$ cat config.mk
export PLATFORM = sky130hd
export DESIGN_NAME = gate_bist
export DESIGN_NICKNAME = d
export VERILOG_FILES = /design/src/rtl/gate_bist.sv
export SDC_FILE = /design/constraint.sdc
export NUM_CORES = 1
export LEC_CHECK = 0
export CAP_MARGIN = 30
export CORE_ASPECT_RATIO = 1.5
export CORE_UTILIZATION = 50
export CTS_BUF_LIST = sky130_fd_sc_hd__clkbuf_2 sky130_fd_sc_hd__clkbuf_4 sky130_fd_sc_hd__clkbuf_8
export DETAILED_ROUTE_END_ITERATION = 12
export PLACE_DENSITY = 0.75
export SLEW_MARGIN = 20
export SYNTH_ARGS = -nofsm -noshare
export SYNTH_HDL_FRONTEND = slang
export SYNTH_SLANG_ARGS = --single-unit
$ cat constraint.sdc
create_clock -name clk -period 2.1 [get_ports clk]
set_input_delay 0.315 -clock clk [delete_from_list [all_inputs] [get_ports clk]]
set_output_delay 0.315 -clock clk [all_outputs]
set_load 0.005 [all_outputs]
$ cat src/rtl/gate_bist.sv
// gate_bist: exhaustive self-test of a 2-input gate against a programmable truth table.
// Reports a saturating mismatch count, the first failing {b,a} pattern, and pass/fail.
module gate_bist #(
    parameter int LOOPS = 1,
    parameter int ERR_W = 4
) (
    input  logic             clk,
    input  logic             rst_n,
    input  logic             start,
    input  logic [3:0]       tt,
    output logic             a,
    output logic             b,
    input  logic             o,
    output logic             busy,
    output logic             done,
    output logic             pass,
    output logic [ERR_W-1:0] err_cnt,
    output logic             fail_valid,
    output logic [1:0]       first_fail
);
    localparam int LW = (LOOPS > 1) ? $clog2(LOOPS) : 1;
    localparam logic [LW-1:0] LAST_LOOP = LW'(LOOPS - 1);

    typedef enum logic [1:0] {IDLE, DRIVE, SAMPLE, DONE} state_t;

    state_t        state, state_d;
    logic [3:0]    tt_q;
    logic [1:0]    idx, nidx;
    logic [LW-1:0] loop;
    logic          mis, last;

    always_comb begin
        mis     = o != tt_q[idx];
        last    = (idx == 2'd3) && (loop == LAST_LOOP);
        nidx    = idx + 2'd1;
        state_d = (state == IDLE)   ? (start ? DRIVE : IDLE) :
                  (state == DRIVE)  ? SAMPLE :
                  (state == SAMPLE) ? (last ? DONE : DRIVE) : IDLE;
    end

    always_ff @(posedge clk or negedge rst_n) begin
        if (!rst_n) state <= IDLE;
        else        state <= state_d;
    end

    always_ff @(posedge clk or negedge rst_n) begin
        if (!rst_n) begin
            tt_q       <= '0;
            idx        <= '0;
            loop       <= '0;
            a          <= 1'b0;
            b          <= 1'b0;
            busy       <= 1'b0;
            done       <= 1'b0;
            pass       <= 1'b0;
            err_cnt    <= '0;
            fail_valid <= 1'b0;
            first_fail <= '0;
        end else begin
            done <= 1'b0;
            if (state == IDLE && start) begin
                tt_q       <= tt;
                idx        <= '0;
                loop       <= '0;
                a          <= 1'b0;
                b          <= 1'b0;
                busy       <= 1'b1;
                pass       <= 1'b0;
                err_cnt    <= '0;
                fail_valid <= 1'b0;
                first_fail <= '0;
            end else if (state == SAMPLE) begin
                if (mis) begin
                    if (err_cnt != '1) err_cnt <= err_cnt + ERR_W'(1);
                    if (!fail_valid) begin
                        first_fail <= idx;
                        fail_valid <= 1'b1;
                    end
                end
                if (last) begin
                    a    <= 1'b0;
                    b    <= 1'b0;
                    busy <= 1'b0;
                    done <= 1'b1;
                    pass <= !(mis || fail_valid);
                end else begin
                    idx <= nidx;
                    if (idx == 2'd3) loop <= loop + LW'(1);
                    a <= nidx[0];
                    b <= nidx[1];
                end
            end
        end
    end
endmodule

# Word-level counts from Yosys, hierarchy flattened

Cells that the tools add are included.

$add $sub $neg: 3
Order comparisons: 1
Equal/unequal tests: 7
Multiplexer cells: 40
Bitwise logic cells: 1
Reduce and logical (&&, ||, !) cells: 16

Operators by type and width:

| kind                                                                   | count |
|---|---|
| 1-bit 2-to-1 mux                                                       | 24 |
| 2-bit 2-to-1 mux                                                       | 11 |
| 4-bit 2-to-1 mux                                                       | 4 |
| 2-bit nonzero test                                                     | 5 |
| 3-bit AND reduction                                                    | 3 |
| 2-bit AND reduction                                                    | 3 |
| 4-bit by 1-bit adder with 4-bit output (second input constant)         | 1 |
| 2-bit equality test (second input constant)                            | 2 |
| 2-bit by 1-bit != test with 1-bit output (second input constant)       | 2 |
| 4-bit != test (second input constant)                                  | 1 |
| 2-bit by 3-bit < comparator with 1-bit output (second input constant)  | 1 |
| 2-bit by 1-bit adder with 2-bit output (second input constant)         | 1 |
| 1-bit binary-select mux with 2-bit select                              | 1 |
| 2-bit by 1-bit equality test with 1-bit output (second input constant) | 1 |
| 1-bit logical AND                                                      | 2 |
| 2-bit logical NOT                                                      | 1 |
| 1-bit adder (second input constant)                                    | 1 |
| 1-bit logical NOT                                                      | 1 |
| 1-bit logical OR                                                       | 1 |
| 1-bit != test                                                          | 1 |
| 1-bit inverter                                                         | 1 |

Register bits after elaboration: 21
Bits of input ports: 8
Output and inout port bits: 12
Word-level logic and storage cells: 80

# Longest topological paths before layout

Depth in word-level cells: 8
Depth in mapped cells: 5
Depth with buffers taken out: 5

# Least setup slack after synthesis

OpenSTA, ideal clock, no wires.

Kind: register -> register
From: register idx[0]
To: register err_cnt[1]
Arrival: 1.554 ns
Data required time: 1.980 ns
Setup slack: 0.426 ns
Cell stages (with the launch flop): 5
Path buffers: 0
Path through: dfrtp_1 -> mux4_2 -> xor2_1 -> nand2_1 -> a31o_2

Cells in the longest elaborated chain, start to end: 5

RTL lines:

| item                                      | RTL line | source |
|---|---|---|
| from (decl)                               | 28       | `logic [1:0] idx, nidx;` |
| from (signal assigned)                    | 87       | `idx <= nidx;` |
| 1-bit binary-select mux with 2-bit select | 33       | `mis = o != tt_q[idx];` |
| 1-bit 2-to-1 mux (implied by the code)    | 33       |  |
| 1-bit != test                             | 33       |  |
| 2-bit nonzero test (no line)              | n/a      |  |
| 3-bit AND reduction (no line)             | n/a      |  |
| to (signal assigned)                      | 74       | `if (err_cnt != '1) err_cnt <= err_cnt + ERR_W'(1);` |
| to (decl)                                 | 17       | `output logic [ERR_W-1:0] err_cnt,` |

Every way passes these cells. The select of a mux whose other input is x is not followed.
A chain may end at the register's enable or synchronous reset.

# Worst setup path after layout

Same ends and word-level chain as after synthesis.

==> impl_summary.log <==
[metrics] Die X: ~38 um
[metrics] via density per instance: between 5 and 6
[metrics] fill cell instance count of the final layout: around 150
[metrics] highest net fanout along the worst path: 5
[metrics] kind of launch point of the worst setup path: flop
[metrics] via count: between 800 and 900
[metrics] portion of total power attributed to the clock network: 0.122
[metrics] crit-path cells: mux4_2 > xor2_1 > nand2_1 > a31o_2
[metrics] buffer count from post-CTS setup fixing: 0
[metrics] TritonCTS clock tree: yes
[metrics] Initial Util: 0.537
[metrics] unrepaired setup endpoints after global routing: false
[metrics] max-slew violation count: 0
[metrics] sort of element at the end of the critical path: flop
[metrics] Post-Synthesis Mean Instance Area: just under 10 um2
[metrics] post-detail-place hpwl: 1550 um
[metrics] register clock-pin slew on the reported worst setup and hold paths: roughly 0.12 ns
[metrics] minimum clock period: 1.88 ns
[metrics] Setup CP Type: flop to flop
[metrics] clock latency reported for the late side of the worst-skew pair: roughly 0.30 ns
[metrics] FP Rows: 19
[metrics] Switching Power: 0.640 mW
[metrics] count of cell instances traversed by the critical path: 4
[metrics] hold-fix buffers at CTS: 0
[metrics] FF-to-FF path depth: 4
[metrics] fraction of layout instances using a drive strength above 1: 0.104
[metrics] CP Buf/Inv Count: 0
[metrics] DRC viols: 0
[metrics] buffer depth of the longest clock path: 2
[metrics] stage delay of the slowest cell on the critical path: roughly 0.56 ns
[metrics] clock buffer count from CTS: 3
[metrics] GR Util All Layers: 0.220
[metrics] result of the run: complete, no violations
[metrics] 1st-pass router iterations: 4
[metrics] Routed WL per cell: between 10 and 15 um
[metrics] number of enable-type register cells in the synthesized netlist: 0
[metrics] worst hold path class: input port to asynchronous set/reset pin
[metrics] end of the worst register-to-register path: err_cnt[1]
[metrics] final worst slack: 0.218 ns
[metrics] total die area: around 0.0021 mm2
[metrics] H-tree Lvls: 1
[metrics] Final ANT Viol Nets: 0
[metrics] maximum number of pins on one net before global-route repair: 22
[metrics] Antenna Diode Count: 0
[metrics] number of DRC violations after detailed-routing iteration 0: 22
[metrics] Setup Viol. Count Final: 0
[metrics] top flip-flop cell by instance count after synthesis: sky130_fd_sc_hd__dfrtp_1
[metrics] floorplan die height: ~56 um
[metrics] number of sinks driven by the clock tree: 21
[metrics] antenna violations before repair: 0
[metrics] most common library cell in the layout ignoring fill and taps: sky130_fd_sc_hd__nand2_1
[metrics] warning count from the yosys run: 0
[metrics] internal power of the cells: 1.05 mW
[metrics] via count of the first global-routing pass: approximately 800
[metrics] ports placed on the boundary: 20
[metrics] headroom to the max-slew limit: 0.753
[metrics] Pleak: just under 0.6 nW
[metrics] Pwr per Cell Area: approximately 1400 mW/mm2
[metrics] routed wire length: 2050 um
[metrics] nets in the synthesized netlist: roughly 110
[metrics] setup slack at placement: 0.265 ns
[metrics] total count of hold-check failures in the final report: 0
[metrics] Layout Skew: approximately 0.0086 ns
[metrics] GRT Residual Overflow: 0
[metrics] Async SR Flop Fraction: 1.00
[metrics] unique cell type count in the Yosys netlist: 28
[metrics] R2R Setup Slk: about 0.22 ns
[metrics] final period utilization: 0.896
[metrics] commonest cells after routing, fill and taps aside: 28 x sky130_fd_sc_hd__nand2_1, 21 x sky130_fd_sc_hd__dfrtp_1, 19 x sky130_fd_sc_hd__clkdlybuf4s50_1
[metrics] sequential area share after synthesis: 0.535
[metrics] post-synthesis sequential element count: 21
[metrics] Worst Setup SP: idx[0]
[metrics] Setup Total Neg Slack: 0 ns
[metrics] kind of cell adding the most delay to the critical path: multiplexers
[metrics] Post-Synthesis Cell Area: approximately 1000 um2
[metrics] share of total power consumed by net switching: 0.378
[metrics] synthesized instance count: between 100 and 150
[metrics] combinational power share: 0.462
[metrics] data required time at the worst endpoint: 2.30 ns
[metrics] first-pass GRT wire length: 3380 um
[metrics] CP Capture Point: err_cnt[1]
[metrics] PortBufs: 19
[metrics] critical-path cell with the highest stage delay: sky130_fd_sc_hd__mux4_2
[metrics] PostCTS Resize Cnt: 0
[metrics] slew of the pin with the lowest slew margin: about 0.37 ns
[metrics] last weighted congestion value of the routability-driven placer: between 0.8 and 0.9
[metrics] worst flop-to-flop path startpoint: idx[0]
[metrics] portion of total power attributed to sequential cells: 0.416
[metrics] crit path DAT: between 2 and 2.5 ns
[metrics] worst-case vdd ir drop: around 0.94 mV
[metrics] Core Box Area: about 0.0018 mm2
[metrics] root buffer cell: sky130_fd_sc_hd__clkbuf_4
[metrics] maximum frequency from static timing analysis: roughly 530 MHz
[metrics] number of max-cap violations: 0
[metrics] number of nets in the final layout: 136
[metrics] Synth-to-Final Area Change: 26.9%
-- logic make-up (layout without fill, tap and decap cells) --
family,after synthesis,count (layout),share of synthesized area
compound gates,20,20,0.134
xor+xnor,3,3,0.0268
fa+ha+maj,2,2,0.0255
buf+inv,6,30,0.0242
flops,21,21,0.535
mux,4,4,0.0535
simple gates,45,45,0.201
-- synth_stat cells, types with 2 or more instances --
library cell,instances,share of area
sky130_fd_sc_hd__dfrtp_1,21,0.54
sky130_fd_sc_hd__mux2i_1,3,0.031
sky130_fd_sc_hd__nand2_1,28,0.11
sky130_fd_sc_hd__nand3_1,3,0.015
sky130_fd_sc_hd__nor2_1,6,0.023
sky130_fd_sc_hd__nor2b_1,3,0.019
sky130_fd_sc_hd__clkbuf_1,2,0.0076
sky130_fd_sc_hd__ha_1,2,0.025
sky130_fd_sc_hd__o21ai_0,7,0.036
sky130_fd_sc_hd__inv_1,3,0.011
sky130_fd_sc_hd__xnor2_1,2,0.018
sky130_fd_sc_hd__a22oi_1,3,0.023
sky130_fd_sc_hd__a21oi_1,3,0.015
-- power by group through the flow --
stage	Combinational, mW	Clock (mW)	Sequential (mW)
after floorplan	0.494	0	0.671
after global placement	0.753	0	0.706
after detailed placement	0.787	0	0.711
after CTS	0.789	0.212	0.703
after global routing	0.881	0.226	0.722
final	0.783	0.206	0.705
-- layout make-up --
type	instances	area, um2	share of cell area
clock buffers	4	30.0	0.0241
inverters	3	11.3	0.00904
multi-input cells	74	433	0.347
flip-flops and latches	21	526	0.422
well taps	21	26.3	0.0211
repair buffers	23	220	0.177
-- through the flow --
stage	util	std cells	power, mW	hold slack, ns	instance area, um2
after detailed placement	0.664	142	1.50	0.463	1220
final	0.681	146	1.69	0.334	1250
after CTS	0.681	146	1.70	0.344	1250
after global placement	0.664	142	1.46	0.461	1220
after floorplan	-	101	1.17	0.0194	982
after global routing	0.681	146	1.83	0.379	1250
-- metal layers --
metal | wire [um] | vias up | share of wire | track usage
li1 | - | 392 | - | -
met1 | 812 | 396 | 0.40 | 0.253
met2 | 1160 | 22 | 0.56 | 0.395
met3 | 68 | 2 | 0.033 | 0.0356
met4 | 16 | 0 | 0.0078 | 0.0612
met5 | 0 | - | 0 | 0
-- registers in the layout, summed over array words and instances, names as in the netlist --
name        count
pass            1
idx             2
b               1
state           2
loop            1
busy            1
err_cnt         4
fail_valid      1
done            1
first_fail      2
a               1
tt_q            4
-- how the worst min path moves through the flow --
stage          start          to  cells after the start
2_1_floorplan  rst_n           a                      0
3_3_place_gp    busy        busy                      2
3_5_place_dp    busy        busy                      2
4_1_cts        rst_n  err_cnt[2]                      2
5_1_grt        rst_n  err_cnt[2]                      2
6_report       rst_n  err_cnt[2]                      2
(Power assumes the default switching activity.)
